===== config.mk =====
export PLATFORM = sky130hd
export DESIGN_NAME = uart_alu_interface
export DESIGN_NICKNAME = d
export VERILOG_FILES = /design/src/rtl/tp2_pkg.sv /design/src/rtl/frame_timeout_counter.sv /design/src/rtl/uart_alu_interface.sv
export SDC_FILE = /design/constraint.sdc
export NUM_CORES = 1
export LEC_CHECK = 0
export ABC_CLOCK_PERIOD_IN_PS = 5210
export BUFFER_PORTS_ARGS = -buffer_cell sky130_fd_sc_hd__buf_2
export CAP_MARGIN = 25
export CORE_ASPECT_RATIO = 0.6
export CORE_MARGIN = 10
export CORE_UTILIZATION = 45
export CTS_BUF_LIST = sky130_fd_sc_hd__clkbuf_4 sky130_fd_sc_hd__clkbuf_8 sky130_fd_sc_hd__clkbuf_16
export DETAILED_ROUTE_END_ITERATION = 12
export GPL_ROUTABILITY_DRIVEN = 0
export PLACE_DENSITY = 0.66
export SLEW_MARGIN = 20
export SYNTH_ARGS = -nofsm -noshare
export SYNTH_HDL_FRONTEND = slang
export SYNTH_SLANG_ARGS = --single-unit
export TNS_END_PERCENT = 20

===== constraint.sdc =====
create_clock -name CLK -period 5.21 [get_ports CLK]
set_clock_uncertainty 0.15 [all_clocks]
set_input_delay 1.042 -clock CLK [delete_from_list [all_inputs] [get_ports CLK]]
set_output_delay 1.042 -clock CLK [all_outputs]
set_load 0.005 [all_outputs]

===== src/rtl/tp2_pkg.sv =====
// Shared types and constants for the TP2 UART/ALU frame path.
// Opcode set, error byte and frame FSM encoding.
package tp2_pkg;

  localparam int DATA_WIDTH = 8;
  localparam int OP_WIDTH   = 6;

  localparam logic [5:0] OP_ADD = 6'h20;
  localparam logic [5:0] OP_SUB = 6'h22;
  localparam logic [5:0] OP_AND = 6'h24;
  localparam logic [5:0] OP_OR  = 6'h25;
  localparam logic [5:0] OP_XOR = 6'h26;
  localparam logic [5:0] OP_NOR = 6'h27;
  localparam logic [5:0] OP_SRA = 6'h03;
  localparam logic [5:0] OP_SRL = 6'h02;

  localparam logic [7:0] ERR_BYTE = 8'hEE;

  typedef enum logic [2:0] {
    S_IDLE    = 3'd0,
    S_GET_B   = 3'd1,
    S_GET_OP  = 3'd2,
    S_EXEC    = 3'd3,
    S_SEND    = 3'd4,
    S_WAIT_TX = 3'd5
  } state_t;

  function automatic logic is_valid_op(input logic [5:0] op);
    logic v;
    v = 1'b0;
    unique case (op)
      OP_ADD, OP_SUB, OP_AND, OP_OR,
      OP_XOR, OP_NOR, OP_SRA, OP_SRL: v = 1'b1;
      default: v = 1'b0;
    endcase
    return v;
  endfunction

endpackage


===== src/rtl/frame_timeout_counter.sv =====
// Inter-byte watchdog: counts while enabled, flags expiry
// on the last cycle of the window unless cleared that cycle.
module frame_timeout_counter #(
  parameter int TIMEOUT_CYCLES = 52260,
  parameter int W = $clog2(TIMEOUT_CYCLES)
) (
  input  logic i_clk,
  input  logic i_rst_n,
  input  logic i_clear,
  input  logic i_en,
  output logic o_expire
);

  localparam logic [W-1:0] LAST = W'(TIMEOUT_CYCLES - 1);

  logic [W-1:0] r_cnt;

  always_ff @(posedge i_clk or negedge i_rst_n) begin
    if (!i_rst_n) begin
      r_cnt <= '0;
    end else if (i_clear || !i_en) begin
      r_cnt <= '0;
    end else if (r_cnt == LAST) begin
      r_cnt <= '0;
    end else begin
      r_cnt <= r_cnt + 1'b1;
    end
  end

  assign o_expire = i_en && !i_clear && (r_cnt == LAST);

endmodule


===== src/rtl/uart_alu_interface.sv =====
// Frame layer: collects A, B, opcode from the UART receiver,
// registers the ALU result and hands it to the transmitter.
module uart_alu_interface
  import tp2_pkg::*;
#(
  parameter int DATA_WIDTH     = tp2_pkg::DATA_WIDTH,
  parameter int OP_WIDTH       = tp2_pkg::OP_WIDTH,
  parameter int TIMEOUT_CYCLES = 52260
) (
  input  logic                  CLK,
  input  logic                  RESET_N,
  input  logic [DATA_WIDTH-1:0] i_rx_data,
  input  logic                  i_rx_done,
  output logic [DATA_WIDTH-1:0] o_alu_a,
  output logic [DATA_WIDTH-1:0] o_alu_b,
  output logic [OP_WIDTH-1:0]   o_alu_op,
  input  logic [DATA_WIDTH-1:0] i_alu_result,
  output logic [DATA_WIDTH-1:0] o_tx_data,
  output logic                  o_tx_start,
  input  logic                  i_tx_done,
  output logic                  o_busy,
  output logic                  o_err,
  output logic                  o_overrun
);

  state_t                r_state;
  logic [DATA_WIDTH-1:0] r_alu_a;
  logic [DATA_WIDTH-1:0] r_alu_b;
  logic [OP_WIDTH-1:0]   r_alu_op;
  logic [DATA_WIDTH-1:0] r_tx_data;
  logic                  r_tx_start;
  logic                  r_err;
  logic                  r_overrun;
  logic                  r_inv;

  logic w_cnt_en;
  logic w_expire;
  logic w_drop;
  logic w_bad_op;

  assign w_cnt_en = (r_state == S_GET_B) || (r_state == S_GET_OP);

  assign w_drop = i_rx_done &&
                  ((r_state == S_EXEC) ||
                   (r_state == S_SEND) ||
                   (r_state == S_WAIT_TX));

  assign w_bad_op =
    (i_rx_data[DATA_WIDTH-1:OP_WIDTH] != '0) ||
    !is_valid_op(i_rx_data[5:0]);

  frame_timeout_counter #(
    .TIMEOUT_CYCLES(TIMEOUT_CYCLES)
  ) u_tmo (
    .i_clk   (CLK),
    .i_rst_n (RESET_N),
    .i_clear (i_rx_done),
    .i_en    (w_cnt_en),
    .o_expire(w_expire)
  );

  always_ff @(posedge CLK or negedge RESET_N) begin
    if (!RESET_N) begin
      r_state    <= S_IDLE;
      r_alu_a    <= '0;
      r_alu_b    <= '0;
      r_alu_op   <= '0;
      r_tx_data  <= '0;
      r_tx_start <= 1'b0;
      r_err      <= 1'b0;
      r_overrun  <= 1'b0;
      r_inv      <= 1'b0;
    end else begin
      r_tx_start <= 1'b0;
      r_err      <= 1'b0;
      r_overrun  <= w_drop;
      unique case (r_state)
        S_IDLE: begin
          if (i_rx_done) begin
            r_alu_a <= i_rx_data;
            r_state <= S_GET_B;
          end
        end
        S_GET_B: begin
          if (i_rx_done) begin
            r_alu_b <= i_rx_data;
            r_state <= S_GET_OP;
          end else if (w_expire) begin
            r_state <= S_IDLE;
          end
        end
        S_GET_OP: begin
          if (i_rx_done) begin
            r_alu_op <= i_rx_data[OP_WIDTH-1:0];
            r_inv    <= w_bad_op;
            r_state  <= S_EXEC;
          end else if (w_expire) begin
            r_state <= S_IDLE;
          end
        end
        S_EXEC: begin
          r_tx_data  <= r_inv ? ERR_BYTE : i_alu_result;
          r_err      <= r_inv;
          r_tx_start <= 1'b1;
          r_state    <= S_SEND;
        end
        S_SEND: begin
          r_state <= S_WAIT_TX;
        end
        S_WAIT_TX: begin
          if (i_tx_done) r_state <= S_IDLE;
        end
        default: r_state <= S_IDLE;
      endcase
    end
  end

  assign o_alu_a    = r_alu_a;
  assign o_alu_b    = r_alu_b;
  assign o_alu_op   = r_alu_op;
  assign o_tx_data  = r_tx_data;
  assign o_tx_start = r_tx_start;
  assign o_err      = r_err;
  assign o_overrun  = r_overrun;
  assign o_busy     = (r_state != S_IDLE);

endmodule


# Word-level counts from Yosys, hierarchy flattened
# Cells that the tools add are included.
dict set report totals {
  wordCells 58
  regBits 53
}
dict set report op_classes {
  reduce_logical 19
  n_addsub 1
  n_eq_ne 16
  n_mux 12
}
# cell n
set ops {}
lappend ops {{$eq A6 B6 Y1 const B} 6}
lappend ops {{$mux W16} 2}
lappend ops {{$pmux W3 S6} 1}
lappend ops {{$add A16 B1 Y16 const B} 1}
lappend ops {{$eq A16 B16 Y1 const B} 1}
lappend ops {{$mux W3} 5}
lappend ops {{$eq A6 B2 Y1 const B} 2}
lappend ops {{$mux W8} 1}
lappend ops {{$reduce_and A2 Y1} 4}
lappend ops {{$reduce_or A8 Y1} 1}
lappend ops {{$eq A3 B2 Y1 const B} 2}
lappend ops {{$eq A3 B3 Y1 const B} 2}
lappend ops {{$logic_or A1 B1 Y1} 5}
lappend ops {{$ne A2 B2 Y1 const B} 2}
lappend ops {{$eq A3 B1 Y1 const B} 1}
lappend ops {{$logic_and A1 B1 Y1} 3}
lappend ops {{$logic_not A1 Y1} 3}
lappend ops {{$logic_not A3 Y1} 1}
lappend ops {{$mux W1} 3}
lappend ops {{$reduce_bool A3 Y1} 1}
lappend ops {{$reduce_bool A2 Y1} 1}

# Longest topological paths before layout
dict set report depth {
  depth_word 7
  depth_mapped 6
  ltp_nobuf 5
}

# Cells and area by module
# A second synthesis with hierarchy kept.
dict set report hier_totals {
  cells_unflattened 200
  hier_area_um2 2301.0
}
# mod cells_per_inst seq_area_each_um2 n_inst area_per_inst_um2
set by_module_without_submodules {}
lappend by_module_without_submodules {uart_alu_interface 118 925.9 1 1500.2}
lappend by_module_without_submodules {frame_timeout_counter 82 400.4 1 800.8}

# Worst setup path after synthesis
# Ideal clock, no wire load.
dict set report synth_path {
  kind {input to register}
  from {in i_rx_data[7]}
  to {reg r_inv}
  t_required_ns 4.923
  setup_slack_ns 3.056
  stages 3
  n_path_buf 0
  arrival_ns 1.867
  path_cell_list {or4_1 a311oi_1 a21oi_1}
}
dict set report synth_via {
  elab_chain_cells 2
}
# element line
set synth_rtl {}
lappend synth_rtl {{start: declaration} uart_alu_interface.sv:12} ;# input logic [DATA_WIDTH-1:0] i_rx_data,
lappend synth_rtl {{$reduce_bool A2 Y1} uart_alu_interface.sv:49} ;# (i_rx_data[DATA_WIDTH-1:OP_WIDTH] != '0) ||
lappend synth_rtl {{$logic_or A1 B1 Y1} uart_alu_interface.sv:49}
lappend synth_rtl {{end signal: assignment} uart_alu_interface.sv:95} ;# r_inv <= w_bad_op;
lappend synth_rtl {{end: declaration} uart_alu_interface.sv:34} ;# logic r_inv;
# Every way passes these cells.
# A chain may end at the register's enable or synchronous reset.

# Worst setup path in the final report
dict set report layout_path {
  from {reg r_state[1]}
  to {out o_busy}
}
dict set report layout_via {
  elab_chain_cells 1
}
# element line
set layout_rtl {}
lappend layout_rtl {{start: declaration} uart_alu_interface.sv:26} ;# state_t r_state;
lappend layout_rtl {{start signal: assignment} uart_alu_interface.sv:64} ;# r_state <= S_IDLE;
lappend layout_rtl {{start signal: assignment} uart_alu_interface.sv:81} ;# r_state <= S_GET_B;
lappend layout_rtl {{start signal: assignment} uart_alu_interface.sv:87} ;# r_state <= S_GET_OP;
lappend layout_rtl {{$reduce_bool A3 Y1} uart_alu_interface.sv:125} ;# assign o_busy = (r_state != S_IDLE);
lappend layout_rtl {{end: declaration} uart_alu_interface.sv:21} ;# output logic o_busy,
# Every way passes these cells.

==> metrics.cfg <==
[routing]
via_per_inst = 5.17
ant_nets = 0
vias = 1645
first_iter_violations = 87
wl_per_cell_um = 16.0
routed_wl_um = 5070
dr.pass1.iters = 4
drc_errors = 0

[worst_setup_path]
worstPathCellList = or3_1 -> buf_2
cpMaxStageDelayCell = dfrtp_1
r2r_cells = 5
cp-start-kind = flop
cp_max_fo = 7
cp.arrival_ns = 1.39
crit_required_ns = 4.02
worstSetupPathType = flop to output port
crit_buf_inv = 1
crit_path_max_incr_delay_ns = 0.47
end_kind = output port
r2r-end = u_tmo.r_cnt[7]
cp_top_family = flip-flops
r2r_slack_ns = 3.11
worst_r2r_startpoint = u_tmo.r_cnt[0]

[placement]
dp_hpwl_um = 3790
dpl-instance-area_um2 = 2610
port_buffers = 53

[sta]
hold_viol_final = 0
rsz0062_at_grt = false
setup_viol = 0
finalSetupTns_ns = 0
slew_violations = 0
worst_pin_slew_ns = 0.660
finalCritPeriodShare = 0.496
fin_crit_ns = 2.58
fmax_ghz = 0.387
relSlewSlack = 0.560

[cts]
cts_resized = 0
cts_buffers = 5
cts_hold_buf = 0
tritoncts = yes
clockBufferDepth = 2
h-tree-depth = 2
cts-root-buf = clkbuf_8
clk_latency_ns = 0.31
post_cts_buffers = 0
cts.sinks = 53
clk_pin_slew_worst_paths_ns = 0.10

[synth]
netlist_instances = 197
synth-main-ff-cell = dfrtp_1
ys_async_sr_fraction = 1.00
synth_area_leaders = dfrtp_1 (58%), mux2_1 (11%), xnor2_1 (5.0%)
syn_area_um2 = 2280
synth-edff-count = 0
syn_avg_cell_area_um2 = 11.6
synth-seq-area-share = 0.581
netlist.area_leader.share = 0.581
synth_largest_area_cell = dfrtp_1
ys_types = 34
syn_nets = 218
synth.most_common_cell = dfrtp_1
synth-seq-cells = 53
synth_common_cells = dfrtp_1 (53), nor2_1 (28), mux2_1 (22)
yosys_warnings = 0

[grt]
overflow = 0
grt_pass1_wl_um = 8610
antenna_found_initial = 0
grt_pass1_vias = 1740
grt.total_usage = 0.126
grt_start_max_net_pins = 54

[die]
die_h_um = 75.1
initial_utilization = 0.482
fp-row-count = 19
dieArea_um2 = 8410
die_w_um = 112
ios = 54
core_area_um2 = 4730

[cells_and_area]
num_antenna_cells = 0
multiInputGateArea_um2 = 902
final_layout_size_suffix_gt1_frac = 0.275
area_delta_synth_final_pct = 18.5
regArea_um2 = 1330
stdcell_area_um2 = 2700
fillers = 421
layout.nets = 275

[power]
power.leakage_uw = 0.00125
power.density_nw_per_um2 = 480
worst_ir_drop_vdd_mv = 0.219

[outcome]
status = complete, no violations

[worst_hold_path]
hp-class = flop to flop
hold_path.startpoint = o_alu_b[7]
holdPathStages = 1
hold_end = o_alu_b[7]

[flow_run]
cap_violations = 0

[per-layer routing]
metal | GRT usage | part of all wire | up-vias
met3 | 0.0556 | 0.091 | 8
met5 | 0 | 0 | -
met1 | 0.171 | 0.52 | 786
met2 | 0.172 | 0.38 | 62
li1 | - | - | 789
met4 | 0.0468 | 0.012 | 0
[cells by family (layout without fill, tap and decap cells)]
kind of cell,count (synthesis),in the layout,share of synthesized area
buf+inv,13,71,0.0230
simple gates,77,77,0.184
flops,53,53,0.581
compound gates,17,17,0.0433
xor+xnor,14,14,0.0538
fa+ha+maj,1,1,0.00548
mux,22,22,0.109
[cells in the final DEF, fill, tap and decap left out, drive strengths merged, types with 5 or more instances in the layout]
cell type  instances
nor2              31
clkbuf             5
mux2              22
dfrtp             53
inv               10
nand2             15
o21ai              8
nand4              5
nor4               6
buf               54
xnor2             13
nand3              6
[power breakdown]
group / switching [uW] / total, uW / internal, uW
logic: 209 / 409 / 200
clock network: 142 / 238 / 95.7
registers: 94.4 / 650 / 556
total: 445 / 1300 / 852
[final cells by class]
cell class / count / share of cell area
sequential: 53 / 0.491
multi-input combinational: 131 / 0.334
timing repair buffer: 54 / 0.101
tap: 63 / 0.0292
clock buffer: 5 / 0.0255
inverter: 9 / 0.0125
clock inverter: 3 / 0.00787
[sequential cells by signal, summed over array words and instances (netlist names)]
signal	cells
o_tx_data	8
o_overrun	1
r_inv	1
o_err	1
o_alu_b	8
o_alu_op	6
r_state	3
u_tmo.r_cnt	16
o_alu_a	8
o_tx_start	1
[worst max-delay path by stage]
| stage | from | end | slack [ns] | depth (start not counted) |
|---|---|---|---|---|
| finish | r_state[1] | o_busy | 2.63 | 2 |
| global route | r_state[1] | o_busy | 2.58 | 2 |
| CTS | r_state[1] | o_busy | 2.63 | 2 |
| detailed placement | i_rx_data[7] | r_inv | 2.82 | 4 |
| global placement | i_rx_data[7] | r_inv | 2.88 | 4 |
| floorplan | i_rx_data[7] | r_inv | 3.06 | 3 |
[metrics by stage]
| step | hold WS [ns] | setup slack [ns] | utilization | power [uW] | instances |
|---|---|---|---|---|---|
| 2_1_floorplan | 0.313 | 3.06 | - | 861 | 197 |
| 3_3_place_gp | 0.308 | 2.88 | 0.552 | 1060 | 310 |
| 3_5_place_dp | 0.319 | 2.82 | 0.552 | 1080 | 310 |
| 4_1_cts | 0.342 | 2.63 | 0.572 | 1320 | 318 |
| 5_1_grt | 0.354 | 2.58 | 0.572 | 1390 | 318 |
| 6_report | 0.337 | 2.63 | 0.572 | 1300 | 318 |
Note: power is estimated with default switching activity, not from simulation.
